==> src/rtl/ps2_key_buffer.sv <==
// ps2_key_buffer: keystroke FIFO with line editing between PS/2 front end and CPU bus.
// Captures one byte per ps2_ready rising level, serves the CPU with a registered read.
module ps2_key_buffer #(
    parameter int DEPTH_LOG2 = 4
) (
    input  logic                  clk,
    input  logic                  rst,
    input  logic                  ps2_ready,
    input  logic [7:0]            ascii,
    input  logic                  rd_req,
    input  logic                  clr,
    output logic [7:0]            rd_data,
    output logic                  rd_valid,
    output logic                  empty,
    output logic                  full,
    output logic [DEPTH_LOG2:0]   count,
    output logic [DEPTH_LOG2:0]   lines,
    output logic                  overflow,
    output logic                  irq
);

    localparam int DEPTH = 1 << DEPTH_LOG2;

    typedef logic [DEPTH_LOG2-1:0] ptr_t;
    typedef logic [DEPTH_LOG2:0]   cnt_t;

    localparam cnt_t CNT_FULL = cnt_t'(DEPTH);
    localparam logic [7:0] CODE_NUL = 8'h00;
    localparam logic [7:0] CODE_BS  = 8'h08;
    localparam logic [7:0] CODE_CR  = 8'h0D;

    logic [7:0] mem [DEPTH];

    ptr_t wptr;
    ptr_t rptr;
    logic ps2_ready_d;

    logic       key_evt;
    logic       is_bs;
    logic       is_store;
    logic       rd_ok;
    logic       bs_ok;
    logic       wr_ok;
    logic       drop;
    logic [7:0] newest;
    logic [7:0] oldest;
    ptr_t       wptr_nxt;
    ptr_t       rptr_nxt;
    cnt_t       count_nxt;
    cnt_t       lines_nxt;

    // Status flags are pure decodes of the registered counters.
    assign empty = (count == '0);
    assign full  = (count == CNT_FULL);
    assign irq   = (lines != '0) || overflow;

    // Classify the current key event and decide what the FIFO does this cycle.
    always_comb begin
        key_evt  = ps2_ready && !ps2_ready_d;
        is_bs    = (ascii == CODE_BS);
        is_store = (ascii != CODE_NUL) && !is_bs;
        newest   = mem[wptr - ptr_t'(1)];
        oldest   = mem[rptr];

        rd_ok = !clr && rd_req && !empty;

        // With a single entry, a concurrent read owns it; backspace is dropped.
        bs_ok = !clr && key_evt && is_bs && !empty
                && (newest != CODE_CR)
                && !(rd_ok && count == cnt_t'(1));

        // A full FIFO still accepts a byte if a read frees a slot this cycle.
        wr_ok = !clr && key_evt && is_store && (!full || rd_ok);
        drop  = !clr && key_evt && is_store && full && !rd_ok;

        wptr_nxt  = wptr + ptr_t'(wr_ok) - ptr_t'(bs_ok);
        rptr_nxt  = rptr + ptr_t'(rd_ok);
        count_nxt = count + cnt_t'(wr_ok)
                    - cnt_t'(rd_ok) - cnt_t'(bs_ok);
        lines_nxt = lines
                    + cnt_t'(wr_ok && ascii == CODE_CR)
                    - cnt_t'(rd_ok && oldest == CODE_CR);
    end

    // Edge detector register for the level-style keyboard strobe.
    always_ff @(posedge clk or posedge rst) begin
        if (rst) begin
            ps2_ready_d <= 1'b0;
        end else begin
            ps2_ready_d <= ps2_ready;
        end
    end

    // Storage array; contents need no reset since pointers define validity.
    always_ff @(posedge clk) begin
        if (wr_ok) begin
            mem[wptr] <= ascii;
        end
    end

    // Pointers, occupancy, line count and sticky overflow.
    always_ff @(posedge clk or posedge rst) begin
        if (rst) begin
            wptr     <= '0;
            rptr     <= '0;
            count    <= '0;
            lines    <= '0;
            overflow <= 1'b0;
        end else if (clr) begin
            wptr     <= '0;
            rptr     <= '0;
            count    <= '0;
            lines    <= '0;
            overflow <= 1'b0;
        end else begin
            wptr     <= wptr_nxt;
            rptr     <= rptr_nxt;
            count    <= count_nxt;
            lines    <= lines_nxt;
            if (drop) begin
                overflow <= 1'b1;
            end
        end
    end

    // Registered CPU read port: data holds until the next successful read.
    always_ff @(posedge clk or posedge rst) begin
        if (rst) begin
            rd_data  <= '0;
            rd_valid <= 1'b0;
        end else begin
            rd_valid <= rd_ok;
            if (rd_ok) begin
                rd_data <= oldest;
            end
        end
    end

endmodule

==> config.mk <==
export PLATFORM = sky130hd
export DESIGN_NAME = ps2_key_buffer
export DESIGN_NICKNAME = d
export VERILOG_FILES = /design/src/rtl/ps2_key_buffer.sv
export SDC_FILE = /design/constraint.sdc
export NUM_CORES = 1
export LEC_CHECK = 0
export ABC_AREA = 1
export CORE_UTILIZATION = 50
export DETAILED_ROUTE_END_ITERATION = 7
export HOLD_SLACK_MARGIN = 0.06
export PLACE_DENSITY_LB_ADDON = 0.1
export SYNTH_ARGS = -nofsm -noshare
export SYNTH_HDL_FRONTEND = slang
export SYNTH_SLANG_ARGS = --single-unit
==> constraint.sdc <==
create_clock -name clk -period 3.32 [get_ports clk]
set_clock_uncertainty 0.15 [all_clocks]
set_input_delay 0.498 -clock clk [delete_from_list [all_inputs] [get_ports clk]]
set_output_delay 0.498 -clock clk [all_outputs]
set_load 0.1 [all_outputs]
After elaboration in Yosys (flattened, before gate mapping)
Memories as Yosys holds them, arrays and structs flattened. Cells that the tools add are included.

Register bits: 29. RAM bits: 128. Memories kept: 1. Input port bits: 13. Logic and storage cells: 61.

Memories: mem (depth 16, width 8, rd ports 2, clocked after Yosys merged registers in 0, wr ports 1, line 32) `logic [7:0] mem [DEPTH];`.

Equal/unequal tests: 6. Add/sub/neg operators: 9. Reductions and logical operators: 29. Muxes and demuxes: 8.

Operators by type and width (number): equality test 8 x 4 -> 1 bit, second input constant (3); logical AND 1 bit (16); subtractor 5 x 1 -> 5 bit (3); adder 5 x 1 -> 5 bit (2); 2-to-1 mux 5 bit (2); adder 4 x 1 -> 4 bit (2); 2-to-1 mux 4 bit (2); inequality test 8 x 4 -> 1 bit, second input constant (1); nonzero test 8 bit (1); zero test 1 bit (7); equality test 5 x 1 -> 1 bit, second input constant (1); equality test 5 bit, second input constant (1); zero test 5 bit (1); nonzero test 5 bit (1); 2-to-1 mux 1 bit (4); subtractor 4 x 1 -> 4 bit (1); subtractor 4 x 1 -> 4 bit, second input constant (1); logical OR 1 bit (2); nonzero test 2 bit (1).

Logic depth before layout (Yosys ltp)
Depth in word-level cells: 9. Gate-level depth with buffers: 28. Mapped depth without buffers: 26.

Least setup slack after synthesis
OpenSTA, ideal clock, no wires.

Kind: flip-flop to flip-flop. From: register count[2]. To: register lines[4]. Library setup time: 132 ps. Cell stages (with the launch flop): 18. Path slack: -2827 ps. Data required time: 3038 ps. Data arrival time: 5865 ps. Path through: dfrtp_1 > inv_1 > ha_1 > inv_1 > nor4_1 > nand2_1 > nand2_1 > inv_1 > nand3_1 > ha_1 > inv_1 > ha_1 > fa_1 > nand2_1 > nand2_1 > a21oi_1 > xor2_1 > nor2_1.

Elaborated cells on any way between the ends: 12. Those cells by class: add/sub (2); eq/ne (1); mux (1); reduce/logical (8).

RTL lines: from (decl) (line 16) `output logic [DEPTH_LOG2:0] count,`; from (signal assigned) (line 118) `count <= count_nxt;`; equality test 5 bit (line 54) `assign full = (count == CNT_FULL);`; net full (line 15) `output logic full,`; zero test 1 bit (line 73) `wr_ok = !clr && key_evt && is_store && (!full || rd_ok);`; logical OR 1 bit (line 73); logical AND 1 bit (line 73); logical AND 1 bit (line 81) `+ cnt_t'(wr_ok && ascii == CODE_CR)`; adder 5 x 1 -> 5 bit (line 81); subtractor 5 x 1 -> 5 bit (line 82) `- cnt_t'(rd_ok && oldest == CODE_CR);`; 2-to-1 mux 5 bit (line 109) `end else if (clr) begin`; to (signal assigned) (line 119) `lines <= lines_nxt;`; to (decl) (line 17) `output logic [DEPTH_LOG2:0] lines,`.

The timed path passes the listed nets, and every way through them passes these cells. A chain may end at the register's enable or synchronous reset.

Worst setup path in the final report
From: register rptr[0]. To: register lines[4].

Word-level cells in the longest chain between the ends: 5.

Ends and longest elaborated chain: from (decl) (line 35) `ptr_t rptr;`; from (signal assigned) (line 117) `rptr <= rptr_nxt;`; memory (16 x 8 bit); equality test 8 x 4 -> 1 bit (line 82); logical AND 1 bit (line 82); subtractor 5 x 1 -> 5 bit (line 82); 2-to-1 mux 5 bit (line 109).

Every way passes these cells.

==> results.md <==
* Design area at 10270 um2
* First-pass detailed-route iteration total at 5
* Total Routing Usage GR at 0.2952
* R2R cell count at 20
* Peak VDD IR at 0.0005396 V
* Detailed-route via count at 6730
* Port bufs at 35
* Post-DP HPWL at 15340 um
* CP Data Arrival Time at 3.61 ns
* Final setup viols at 4
* Netlist cell types at 34
* Total CTS buffers at 17
* Routed length on met1 at 9889 um
* Post-Syn Area at 8113 um2
* Die Y at 129.4 um
* Clock Path Buffers at 2
* Vias per cell at 5.637
* Highest metal used: met4
* Starting Density at 0.5107
* Routed met3 length at 2044 um
* Vias in the first global route at 6334
* Static leakage at 0.004196 uW
* R2R Path Start: rptr[0]$_DFF_PP0_
* Reg-to-Reg End: lines[4]$_DFF_PP0_
* Area leader, netlist: edfxtp_1
* I/O pin cnt at 36
* Sequential element share of the synthesized area at 0.5632
* Clk_lat worst skew at 0.42 ns
* Setup slack, reg-to-reg at -0.13 ns
* Final period util at 1.039
* Final hold slack at 0.2443 ns
* Setup CP Type: flip-flop to flip-flop
* CTS H-tree lvls at 4
* CTS root buf: clkbuf_16
* Tmin final at 3.449 ns
* Syn avg cell area at 9.347 um2
* Routed WL per cell at 20.01 um
* Largest net degree at the start of global routing at 46
* Grt ovf at 0
* Initial antenna violation count at 0
* Fin cells at 1194
* Core Rows at 46
* Clock transition at path regs at 0.06 ns
* # diodes at 0
* Slew HR at 0.2473
* TritonCTS Sinks at 157
* Status: finished with violations
* Maximum clock rate at 289.9 MHz
* Max-Cap Viols at 0
* Placed cell area at 9165 um2
* Synth top area share at 0.4738
* YS warnings at 0
* Yosys reg bits at 157
* Core area at 15890 um2
* Slew at the pin with the worst max-slew slack at 1.125 ns
* Critical Path End Type: flip-flop
* Placed cells at 1142
* Fill cells at 1304
* Final GP Congestion at 0.8755
* DRC errors left at 0
* Post-layout nets at 1010
* Final WL at 23890 um
* Global-route wire length before repair at 35620 um
* CP startpoint kind: flip-flop
* Area growth syn-to-layout at 26.56%
* Post-DRT Antenna Nets at 0
* Class of the worst hold path: input pin to asynchronous set/reset pin
* Max Slew Vio Count at 0
* Met2 WL at 11340 um
* Top post-synthesis cells by area: edfxtp_1, dfrtp_1, nand2_1
* CTS tree: done
* Die W at 129.4 um
* Register area at 4582 um2
* Net count after synthesis at 913
* Pwr/cell area at 644.3 nW/um2
* Worst EP required at 3.48 ns
* Iter 0 DRT Violations at 687
* Failing checks: negative setup slack
* Die ar. at 16740 um2
* Multi-input gate area in the final layout at 3251 um2
* Hold Vio Cnt, Final at 0
* Share of cells above drive strength 1 at 0.2219
* Cells after Synth at 868
* CP Max Fanout at 8
* Unrepaired setup endpoints after global routing: yes
* Worst Slack Setup Final at -0.1294 ns
## worst max-delay path: stages, from the launching register on
cell and delay (ns):
dfrtp_2 0.43, clkinvlp_4 0.17, clkbuf_16 0.19, buf_6 0.17
a21oi_1 0.08, o21ai_1 0.08, nand3_1 0.15, nand3_2 0.11
nand2_1 0.07, nor2_2 0.19, nand4_1 0.17, nor2_4 0.20
ha_4 0.16, inv_2 0.04, ha_4 0.15, fa_2 0.34
nand2_1 0.07, nand2_1 0.07, a21oi_2 0.16, xor2_1 0.15
nor2_1 0.05
## layout make-up
class	instances	share of cell area
clock inverters	7	0.006946
well taps	216	0.02632
flip-flops and latches	157	0.4463
multi-input cells	564	0.3166
clock buffers	25	0.05155
repair buffers	122	0.1133
inverters	103	0.03900
## repair_timing
action,4_1_cts,5_1_grt
cloned,1,2
buffers inserted,2,16
setup endpoints to repair,7,9
pin swaps,11,14
gates resized for setup,34,57
endpoints found under the hold margin,0,0
hold buffers,0,0
## state kept, by name, indices dropped and copies added, names as in the netlist
signal,count
mem,128
wptr,4
ps2_ready_d,1
count,5
rd_data,8
rd_valid,1
lines,5
overflow,1
rptr,4
## cell usage in the layout, fill, tap and decap left out, types with 12 or more instances in the layout
cell type / synthesis / layout
nand2_1: 162 / 156
edfxtp_1: 128 / 128
nor2_1: 104 / 91
inv_1: 100 / 89
buf_4: 5 / 88
nand3_1: 82 / 69
o21ai_0: 78 / 59
o211ai_1: 25 / 25
ha_1: 29 / 23
dfrtp_1: 29 / 23
clkbuf_16: 0 / 22
o21ai_1: 3 / 21
a21oi_1: 27 / 21
nand3_2: 0 / 12
clkdlybuf4s50_1: 0 / 12
## power breakdown
| part | leakage, uW | switching (uW) | internal (uW) | total, uW |
|---|---|---|---|---|
| Combinational | 0.00238 | 1610 | 734 | 2340 |
| Clock | 0.000298 | 770 | 1190 | 1960 |
| Sequential | 0.00152 | 81.4 | 2230 | 2320 |
| Total | 0.00420 | 2460 | 4160 | 6620 |
## metrics by stage
step | power [uW] | setup WS [ns] | setup TNS [ns] | util
after floorplan | 3829 | -0.4669 | -2.329 | -
after global placement | 4414 | -0.2080 | -2.060 | 0.5770
after detailed placement | 4449 | -0.2405 | -3.441 | 0.5770
after CTS | 6451 | -0.09397 | -0.1797 | 0.6251
after global routing | 6873 | -0.3423 | -1.608 | 0.6463
final | 6616 | -0.1294 | -0.3911 | 0.6463
## routing by layer
| metal | up-vias | global-route usage |
|---|---|---|
| li1 | 3144 | - |
| met1 | 3234 | 0.4093 |
| met2 | 315 | 0.4576 |
| met3 | 37 | 0.05739 |
| met4 | 0 | 0.1197 |
| met5 | - | 0 |
## cell families (layout without fill, tap and decap cells)
kind of cell	Yosys count	after routing	synth area share
xor gates and xnor gates	12	12	0.01295
adders and majority gates	32	32	0.05213
buffers and inverters	147	257	0.07526
and+or+nand+nor	366	366	0.1869
AOI/OAI and AO/OA	154	154	0.1095
DFF	157	157	0.5632
## synthesized netlist by cell type
cell,n
nand2_1,162
edfxtp_1,128
nor2_1,104
inv_1,100
nand3_1,82
o21ai_0,78
dfrtp_1,29
ha_1,29
a21oi_1,27
o211ai_1,25
clkbuf_1,21
buf_2,14
o221ai_1,10
nor3_1,7
xor2_1,7
a31oi_1,5
buf_4,5
xnor2_1,5
o22ai_1,4
buf_6,3
fa_1,3
nand4_1,3
o21ai_1,3
inv_2,2
nor3b_1,2
nor4_1,2
a21o_1,1
and2_1,1
buf_1,1
clkinv_1,1
nand2_2,1
nand3b_1,1
o32ai_1,1
or2_2,1
## worst max path at each step
| stage | from | endpoint |
|---|---|---|
| finish | rptr[0]$_DFF_PP0_ | lines[4]$_DFF_PP0_ |
| global route | wptr[1]$_DFF_PP0_ | count[4]$_DFF_PP0_ |
| CTS | wptr[1]$_DFF_PP0_ | count[2]$_DFF_PP0_ |
| detailed placement | ascii[4] | count[2]$_DFF_PP0_ |
| global placement | ascii[5] | count[2]$_DFF_PP0_ |
| floorplan | count[2]$_DFF_PP0_ | lines[4]$_DFF_PP0_ |
No activity file was read; power rests on OpenSTA's default activity.
